## src/rtl/blast_sequencer_pkg.sv

```systemverilog
// Shared constants for the blast sequencer: tile codes, grid defaults, directions, FSM states.
// Latency: n/a (definitions only).
// Backpressure: n/a.
package blast_sequencer_pkg;

  // Default playfield and slot count
  localparam int GRID_W_DEF  = 11;
  localparam int GRID_H_DEF  = 11;
  localparam int N_BOMBS_DEF = 6;

  // Tile codes held in the stage RAM; anything >= TILE_PWR_MIN is a revealed powerup
  localparam logic [3:0] TILE_EMPTY   = 4'd0;
  localparam logic [3:0] TILE_WALL    = 4'd1;
  localparam logic [3:0] TILE_SOFT    = 4'd2;
  localparam logic [3:0] TILE_PWR_MIN = 4'd3;

  // Ray directions, walked in ascending order
  localparam logic [1:0] DIR_PX = 2'd0;
  localparam logic [1:0] DIR_PY = 2'd1;
  localparam logic [1:0] DIR_NX = 2'd2;
  localparam logic [1:0] DIR_NY = 2'd3;

  // Sequencer states
  localparam logic [2:0] ST_IDLE  = 3'd0;
  localparam logic [2:0] ST_LOAD  = 3'd1;
  localparam logic [2:0] ST_ISSUE = 3'd2;
  localparam logic [2:0] ST_EVAL  = 3'd3;
  localparam logic [2:0] ST_DONE  = 3'd4;

  // Radius code to reach in tiles; code 3 saturates at the same reach as code 2
  function automatic logic [1:0] reach_of(input logic [1:0] code);
    return (code == 2'd3) ? 2'd3 : code + 2'd1;
  endfunction

endpackage

```

## src/rtl/blast_sequencer_rr_arbiter.sv

```systemverilog
// Round-robin grant over N requesters; pointer advances past the winner on upd_i.
// Latency: grant is combinational from req_i; pointer updates on the next clock.
// Backpressure: none; requests are levels and simply stay pending until granted.
module rr_arbiter #(
  parameter int N     = 6,
  parameter int IDX_W = 3
) (
  input  logic             clk_i,
  input  logic             rst_i,
  input  logic             clr_i,
  input  logic             upd_i,
  input  logic [N-1:0]     req_i,
  output logic             gnt_vld_o,
  output logic [IDX_W-1:0] gnt_idx_o
);

  logic [IDX_W-1:0] ptr_q, ptr_d;

  // (base + off) mod N, valid for base < N and off < N
  function automatic logic [IDX_W-1:0] wrap_add(input logic [IDX_W-1:0] base, input int off);
    int s;
    s = int'(base) + off;
    if (s >= N) s = s - N;
    return IDX_W'(s);
  endfunction

  // Scan from the pointer upward; walking backwards lets the closest request win
  always_comb begin
    gnt_vld_o = 1'b0;
    gnt_idx_o = '0;
    for (int i = N - 1; i >= 0; i--) begin
      if (req_i[wrap_add(ptr_q, i)]) begin
        gnt_vld_o = 1'b1;
        gnt_idx_o = wrap_add(ptr_q, i);
      end
    end
  end

  // Clear wins over update so a stage reload always restarts fairness at slot 0
  always_comb begin
    ptr_d = ptr_q;
    if (clr_i) begin
      ptr_d = '0;
    end else if (upd_i) begin
      ptr_d = wrap_add(gnt_idx_o, 1);
    end
  end

  // Pointer register
  always_ff @(posedge clk_i or posedge rst_i) begin
    if (rst_i) begin
      ptr_q <= '0;
    end else begin
      ptr_q <= ptr_d;
    end
  end

endmodule

```

## src/rtl/blast_sequencer.sv

```systemverilog
// Resolves one bomb blast at a time: walks four rays through the tile RAM, clearing blocks.
// Latency: det_ack 2 + 2*(tiles read) + (directions skipped) cycles after the grant cycle.
// Backpressure: det_req levels are held by the requester until det_ack; RAM never stalls.
module blast_sequencer
  import blast_sequencer_pkg::*;
#(
  parameter int GRID_W  = GRID_W_DEF,
  parameter int GRID_H  = GRID_H_DEF,
  parameter int N_BOMBS = N_BOMBS_DEF
) (
  input  logic               clk,
  input  logic               reset,
  input  logic               stage_clear,
  input  logic [N_BOMBS-1:0] det_req,
  output logic [N_BOMBS-1:0] det_ack,
  output logic [2:0]         bomb_sel,
  input  logic [3:0]         bomb_tx,
  input  logic [3:0]         bomb_ty,
  input  logic [1:0]         bomb_radius,
  output logic [6:0]         ram_addr,
  output logic               ram_rd,
  input  logic [3:0]         ram_rdata,
  input  logic [3:0]         init_rdata,
  output logic               ram_we,
  output logic [3:0]         ram_wdata,
  output logic               busy
);

  localparam logic [4:0] X_MAX = 5'(GRID_W - 1);
  localparam logic [4:0] Y_MAX = 5'(GRID_H - 1);
  localparam logic [6:0] ROW_W = 7'(GRID_W);

  logic [2:0] state_q, state_d;
  logic [2:0] sel_q, sel_d;
  logic [3:0] cx_q, cx_d;
  logic [3:0] cy_q, cy_d;
  logic [1:0] reach_q, reach_d;
  logic [1:0] dir_q, dir_d;
  logic [1:0] dist_q, dist_d;
  logic [6:0] addr_q, addr_d;

  logic       gnt_vld;
  logic [2:0] gnt_idx;
  logic       ptr_upd;
  logic       next_dir;

  logic [4:0] tgt_x, tgt_y;
  logic       tgt_ok;
  logic [6:0] tgt_addr;

  // A grant only counts when the stage is not being reloaded in the same cycle
  assign ptr_upd  = (state_q == ST_IDLE) && gnt_vld && !stage_clear;
  assign busy     = (state_q != ST_IDLE);
  assign bomb_sel = sel_q;

  rr_arbiter #(
    .N     (N_BOMBS),
    .IDX_W (3)
  ) u_rr_arbiter (
    .clk_i     (clk),
    .rst_i     (reset),
    .clr_i     (stage_clear),
    .upd_i     (ptr_upd),
    .req_i     (det_req),
    .gnt_vld_o (gnt_vld),
    .gnt_idx_o (gnt_idx)
  );

  // Target tile for the current ray step; underflow on -X/-Y is caught before the bound check
  always_comb begin
    tgt_x  = {1'b0, cx_q};
    tgt_y  = {1'b0, cy_q};
    tgt_ok = 1'b1;
    case (dir_q)
      DIR_PX: tgt_x = {1'b0, cx_q} + {3'b0, dist_q};
      DIR_PY: tgt_y = {1'b0, cy_q} + {3'b0, dist_q};
      DIR_NX: begin
        tgt_ok = ({2'b0, dist_q} <= cx_q);
        tgt_x  = {1'b0, cx_q} - {3'b0, dist_q};
      end
      default: begin
        tgt_ok = ({2'b0, dist_q} <= cy_q);
        tgt_y  = {1'b0, cy_q} - {3'b0, dist_q};
      end
    endcase
    tgt_ok   = tgt_ok && (tgt_x <= X_MAX) && (tgt_y <= Y_MAX);
    tgt_addr = ({2'b0, tgt_y} * ROW_W) + {2'b0, tgt_x};
  end

  // Sequencer next state and RAM/ack strobes; stage_clear overrides everything last
  always_comb begin
    state_d   = state_q;
    sel_d     = sel_q;
    cx_d      = cx_q;
    cy_d      = cy_q;
    reach_d   = reach_q;
    dir_d     = dir_q;
    dist_d    = dist_q;
    addr_d    = addr_q;
    next_dir  = 1'b0;
    ram_addr  = addr_q;
    ram_rd    = 1'b0;
    ram_we    = 1'b0;
    ram_wdata = TILE_EMPTY;
    det_ack   = '0;
    case (state_q)
      ST_IDLE: begin
        if (ptr_upd) begin
          sel_d   = gnt_idx;
          state_d = ST_LOAD;
        end
      end
      ST_LOAD: begin
        cx_d    = bomb_tx;
        cy_d    = bomb_ty;
        reach_d = reach_of(bomb_radius);
        dir_d   = DIR_PX;
        dist_d  = 2'd1;
        state_d = ST_ISSUE;
      end
      ST_ISSUE: begin
        if (tgt_ok) begin
          ram_addr = tgt_addr;
          ram_rd   = 1'b1;
          addr_d   = tgt_addr;
          state_d  = ST_EVAL;
        end else begin
          next_dir = 1'b1;
        end
      end
      ST_EVAL: begin
        if (ram_rdata == TILE_EMPTY) begin
          if (dist_q < reach_q) begin
            dist_d  = dist_q + 2'd1;
            state_d = ST_ISSUE;
          end else begin
            next_dir = 1'b1;
          end
        end else begin
          next_dir = 1'b1;
          if (ram_rdata != TILE_WALL) begin
            // A soft block hiding a powerup reveals it; everything else is burnt to empty
            ram_we = 1'b1;
            if ((ram_rdata == TILE_SOFT) && (init_rdata >= TILE_PWR_MIN)) begin
              ram_wdata = init_rdata;
            end
          end
        end
      end
      ST_DONE: begin
        det_ack = N_BOMBS'(1) << sel_q;
        state_d = ST_IDLE;
      end
      default: state_d = ST_IDLE;
    endcase
    if (next_dir) begin
      if (dir_q == DIR_NY) begin
        state_d = ST_DONE;
      end else begin
        dir_d   = dir_q + 2'd1;
        dist_d  = 2'd1;
        state_d = ST_ISSUE;
      end
    end
    if (stage_clear) begin
      state_d   = ST_IDLE;
      ram_rd    = 1'b0;
      ram_we    = 1'b0;
      ram_wdata = TILE_EMPTY;
      det_ack   = '0;
    end
  end

  // State registers; async reset makes the combinational RAM strobes drop at once
  always_ff @(posedge clk or posedge reset) begin
    if (reset) begin
      state_q <= ST_IDLE;
      sel_q   <= '0;
      cx_q    <= '0;
      cy_q    <= '0;
      reach_q <= '0;
      dir_q   <= DIR_PX;
      dist_q  <= '0;
      addr_q  <= '0;
    end else begin
      state_q <= state_d;
      sel_q   <= sel_d;
      cx_q    <= cx_d;
      cy_q    <= cy_d;
      reach_q <= reach_d;
      dir_q   <= dir_d;
      dist_q  <= dist_d;
      addr_q  <= addr_d;
    end
  end

endmodule

```

## config.mk

```make
export PLATFORM = sky130hd
export DESIGN_NAME = blast_sequencer
export DESIGN_NICKNAME = d
export VERILOG_FILES = /design/src/rtl/blast_sequencer_pkg.sv /design/src/rtl/blast_sequencer_rr_arbiter.sv /design/src/rtl/blast_sequencer.sv
export SDC_FILE = /design/constraint.sdc
export NUM_CORES = 1
export LEC_CHECK = 0
export BUFFER_PORTS_ARGS = -buffer_cell sky130_fd_sc_hd__buf_2
export CAP_MARGIN = 20
export CORE_ASPECT_RATIO = 1.75
export CORE_MARGIN = 2
export CORE_UTILIZATION = 35
export DETAILED_ROUTE_END_ITERATION = 7
export HOLD_SLACK_MARGIN = 0.06
export PLACE_DENSITY = 0.58
export REMOVE_ABC_BUFFERS = 1
export SKIP_CTS_REPAIR_TIMING = 1
export SLEW_MARGIN = 20
export SYNTH_ARGS = -nofsm -noshare
export SYNTH_HDL_FRONTEND = slang
export SYNTH_HIERARCHICAL = 1
export SYNTH_SLANG_ARGS = --single-unit
```

## constraint.sdc

```tcl
create_clock -name clk -period 4.7 [get_ports clk]
set_input_delay 0.47 -clock clk [delete_from_list [all_inputs] [get_ports clk]]
set_output_delay 0.47 -clock clk [all_outputs]
set_load 0.02 [all_outputs]
```

==> flow_metrics.env <==
export IMPL_run_status="finished with violations"
export IMPL_violations="setup timing"
export IMPL_critical_path_class="reg -> out"
export IMPL_avgSynthCellArea_um2=8.798
export IMPL_synth_largest_type_area_fraction=0.2051
export IMPL_initial_core_util=0.3574
export IMPL_relSlewSlack=0.5426
export IMPL_insertion_delay_ns=0.28
export IMPL_route_vias_total=3324
export IMPL_drt_iter0_markers=149
export IMPL_critPathMaxFanout=4
export IMPL_final_hpwl_dp_um=8048
export IMPL_placement_rows=49
export IMPL_die_width_um=81.30
export IMPL_final_instance_count_excl_fill=610
export IMPL_synthesis_area_um2=3660
export IMPL_fraction_of_synthesis_flops_using_an_asynchronous_set_or_reset_pin=1.000
export IMPL_ys_warnings_count=6
export IMPL_maximum_number_of_pins_on_one_net_before_global_route_repair=28
export IMPL_root_buffer="clkbuf_16"
export IMPL_timing_rr_start="u_rr_arbiter/ptr_q[1]"
export IMPL_dp_slack_ns=0.06202
export IMPL_number_of_enable_type_register_cells_in_the_synthesized_netlist=0
export IMPL_remaining_drc_errors=0
export IMPL_layout_skew_ns=0.007377
export IMPL_route_final_wire_length_um=9942
export IMPL_crit_reg2reg_capture="u_rr_arbiter/ptr_q[1]"
export IMPL_n_antenna_cell=0
export IMPL_place_port_buffers=49
export IMPL_syn_inst=416
export IMPL_cts_inserted_buffers=5
export IMPL_finalHoldViolations=0
export IMPL_cp_top_family="adder cells"
export IMPL_worst_pin_slew_ns=0.6847
export IMPL_rsz0062_at_grt="true"
export IMPL_critical_path_cell_chain="inv_2 -> ha_4 -> inv_4 -> fa_2 -> or2b_1 -> a21oi_2 -> a31o_4 -> inv_1 -> ha_1 -> fa_1 -> ha_1 -> a21o_1 -> a21oi_2 -> o21bai_1 -> a21oi_1 -> xnor2_1 -> xnor2_1 -> mux2_4 -> buf_6"
export IMPL_clock_fmax_ghz=0.2110
export IMPL_cts_tree="built"
export IMPL_grt_pass1_wl_um=15750
export IMPL_setup_ws_ns=-0.03864
export IMPL_path_clk_slew_ns=0.06
export IMPL_synth_seq_cells=30
export IMPL_worst_setup_path_end_kind="output port"
export IMPL_reg2reg_setup_slack_ns=0.45
export IMPL_areaGrowthSynthToFinish_pct=20.34
export IMPL_synthDominantAreaCellType="dfrtp_1"
export IMPL_r2r_cells=16
export IMPL_whs_ns=0.06348
export IMPL_worstSetupStartpointType="flop"
export IMPL_cts_sinks=30
export IMPL_fillerInstances=993
export IMPL_globalRoute_totalOverflow=0
export IMPL_synth_yosys_seq_area_share=0.2051
export IMPL_num_nets_final=559
export IMPL_die_area_um2=11320
export IMPL_die_h_um=139.3
export IMPL_min_period_ns=4.739
export IMPL_core_area_um2=10240
export IMPL_setup_viol=1
export IMPL_ys_dominant_reg_cell="dfrtp_1"
export IMPL_hold_path_class="in -> async"
export IMPL_final_max_slew_violation_count=0
export IMPL_critPathMaxStageDelay_ns=0.48
export IMPL_path_buf_inv=4
export IMPL_drtPass1Iterations=4
export IMPL_cts_buffer_depth=2
export IMPL_dp_cells=595
export IMPL_cap_viol_max_count=0
export IMPL_master_of_the_slowest_instance_on_the_critical_path="fa_1"
export IMPL_wire_per_inst_um=16.30
export IMPL_io_pin_count=50
export IMPL_drive_gt1_frac=0.2836
export IMPL_synth_cell_type_count=80
export IMPL_grt_use_total=0.1775
export IMPL_period_share=1.008
export IMPL_grt_pass1_vias=3390
export IMPL_critPathRequiredTime_ns=4.23
export IMPL_ctsHtreeMaxLevel=2
export IMPL_grt_antenna_before_repair=0
export IMPL_synth_top_cells_by_area="dfrtp_1 (21%), ha_1 (14%), fa_1 (4.9%)"
export IMPL_globalplace_congestion=0.8807
export IMPL_vias_per_std_cell=5.449
export IMPL_drt_antenna_violating_nets=0
export IMPL_critical_path_at_ns=4.27
==> cells by family after synthesis <==
kind of cell / after synthesis / synth area share
simple gates: 118 / 0.1658
compound gates: 115 / 0.2301
buf+inv: 59 / 0.07384
fa+ha+maj: 50 / 0.1894
flops: 30 / 0.2051
mux: 29 / 0.09983
xor+xnor: 15 / 0.03590
==> Yosys cell counts, types with 4 or more instances <==
library cell and count:
a21o_1 8, a21oi_1 22, a31oi_1 4, buf_2 5, buf_6 5, clkbuf_1 5, dfrtp_1 30, fa_1 9
ha_1 41, inv_1 40, mux2_2 9, mux2_4 6, mux2i_1 10, nand2_1 29, nand2b_1 8, nand3_1 15
nor2_1 20, nor2b_1 8, nor3_1 9, o21ai_0 21, o21ai_1 4, o21bai_1 5, o31ai_1 7, or3_1 6
xnor2_1 12
==> registers in the layout, indices dropped and copies added, names as in the netlist <==
name	count
addr_q	7
u_rr_arbiter/ptr_q	3
dir_q	2
bomb_sel	3
reach_q	2
cy_q	4
cx_q	4
state_q	3
dist_q	2
==> cell type report <==
type	instances	area (um^2)	area share
clock buffers	6	138.9	0.03153
clock inverters	2	12.51	0.002841
inverters	43	163.9	0.03722
multi-input cells	327	2728	0.6193
flip-flops and latches	30	752.0	0.1707
well taps	127	158.9	0.03608
repair buffers	75	450.4	0.1023
==> worst max-delay path by stage <==
stage | slack, ns | start | to | cells after the start
floorplan | -0.01 | dist_q[1] | ram_addr[6] | 19
detailed placement | 0.06 | cy_q[1] | ram_addr[6] | 19
finish | -0.04 | cy_q[0] | ram_addr[6] | 19
global placement | 0.14 | cy_q[0] | ram_addr[6] | 17
global route | -0.31 | cy_q[0] | ram_addr[6] | 20
CTS | -0.26 | cy_q[1] | ram_addr[6] | 19
==> per-layer routing <==
layer  track usage  part of all wire  up-vias
met5             0                 0        -
met1        0.1720              0.36     1596
met3       0.02335             0.029       26
met4       0.09902             0.041        0
met2        0.3399              0.57       81
li1              -                 -     1621
==> through the flow <==
step	util	setup TNS, ns	area (um^2)
floorplan	-	-0.01003	3552
global placement	0.4003	0	4099
detailed placement	0.4003	0	4099
CTS	0.4151	-0.2559	4250
global route	0.4302	-0.3695	4404
finish	0.4302	-0.03864	4404
==> layout by cell type, fill, tap and decap left out, drive strengths merged, types with 3 or more instances in the layout <==
cell / synthesis / routed
nand3: 15 / 15
xor2: 3 / 3
ha: 41 / 41
a21boi: 3 / 3
nor2b: 8 / 8
a21o: 9 / 9
a211o: 3 / 3
a2111oi: 3 / 3
o21ai: 25 / 25
a31oi: 5 / 5
or3: 6 / 6
and3: 3 / 3
mux2i: 11 / 11
xnor2: 12 / 12
nand2: 30 / 30
nor3b: 3 / 3
mux2: 16 / 16
and2: 3 / 3
a211oi: 4 / 4
nor3: 9 / 9
nand2b: 8 / 8
o31ai: 8 / 8
fa: 9 / 9
nor2: 20 / 20
o21bai: 6 / 6
dfrtp: 30 / 30
buf: 11 / 75
nand3b: 3 / 3
a21oi: 23 / 23
clkbuf: 5 / 6
inv: 41 / 42
Power is left out: the tool's default activity adds up to more than one toggle a clock period on the data nets, which glitch-free logic cannot reach.
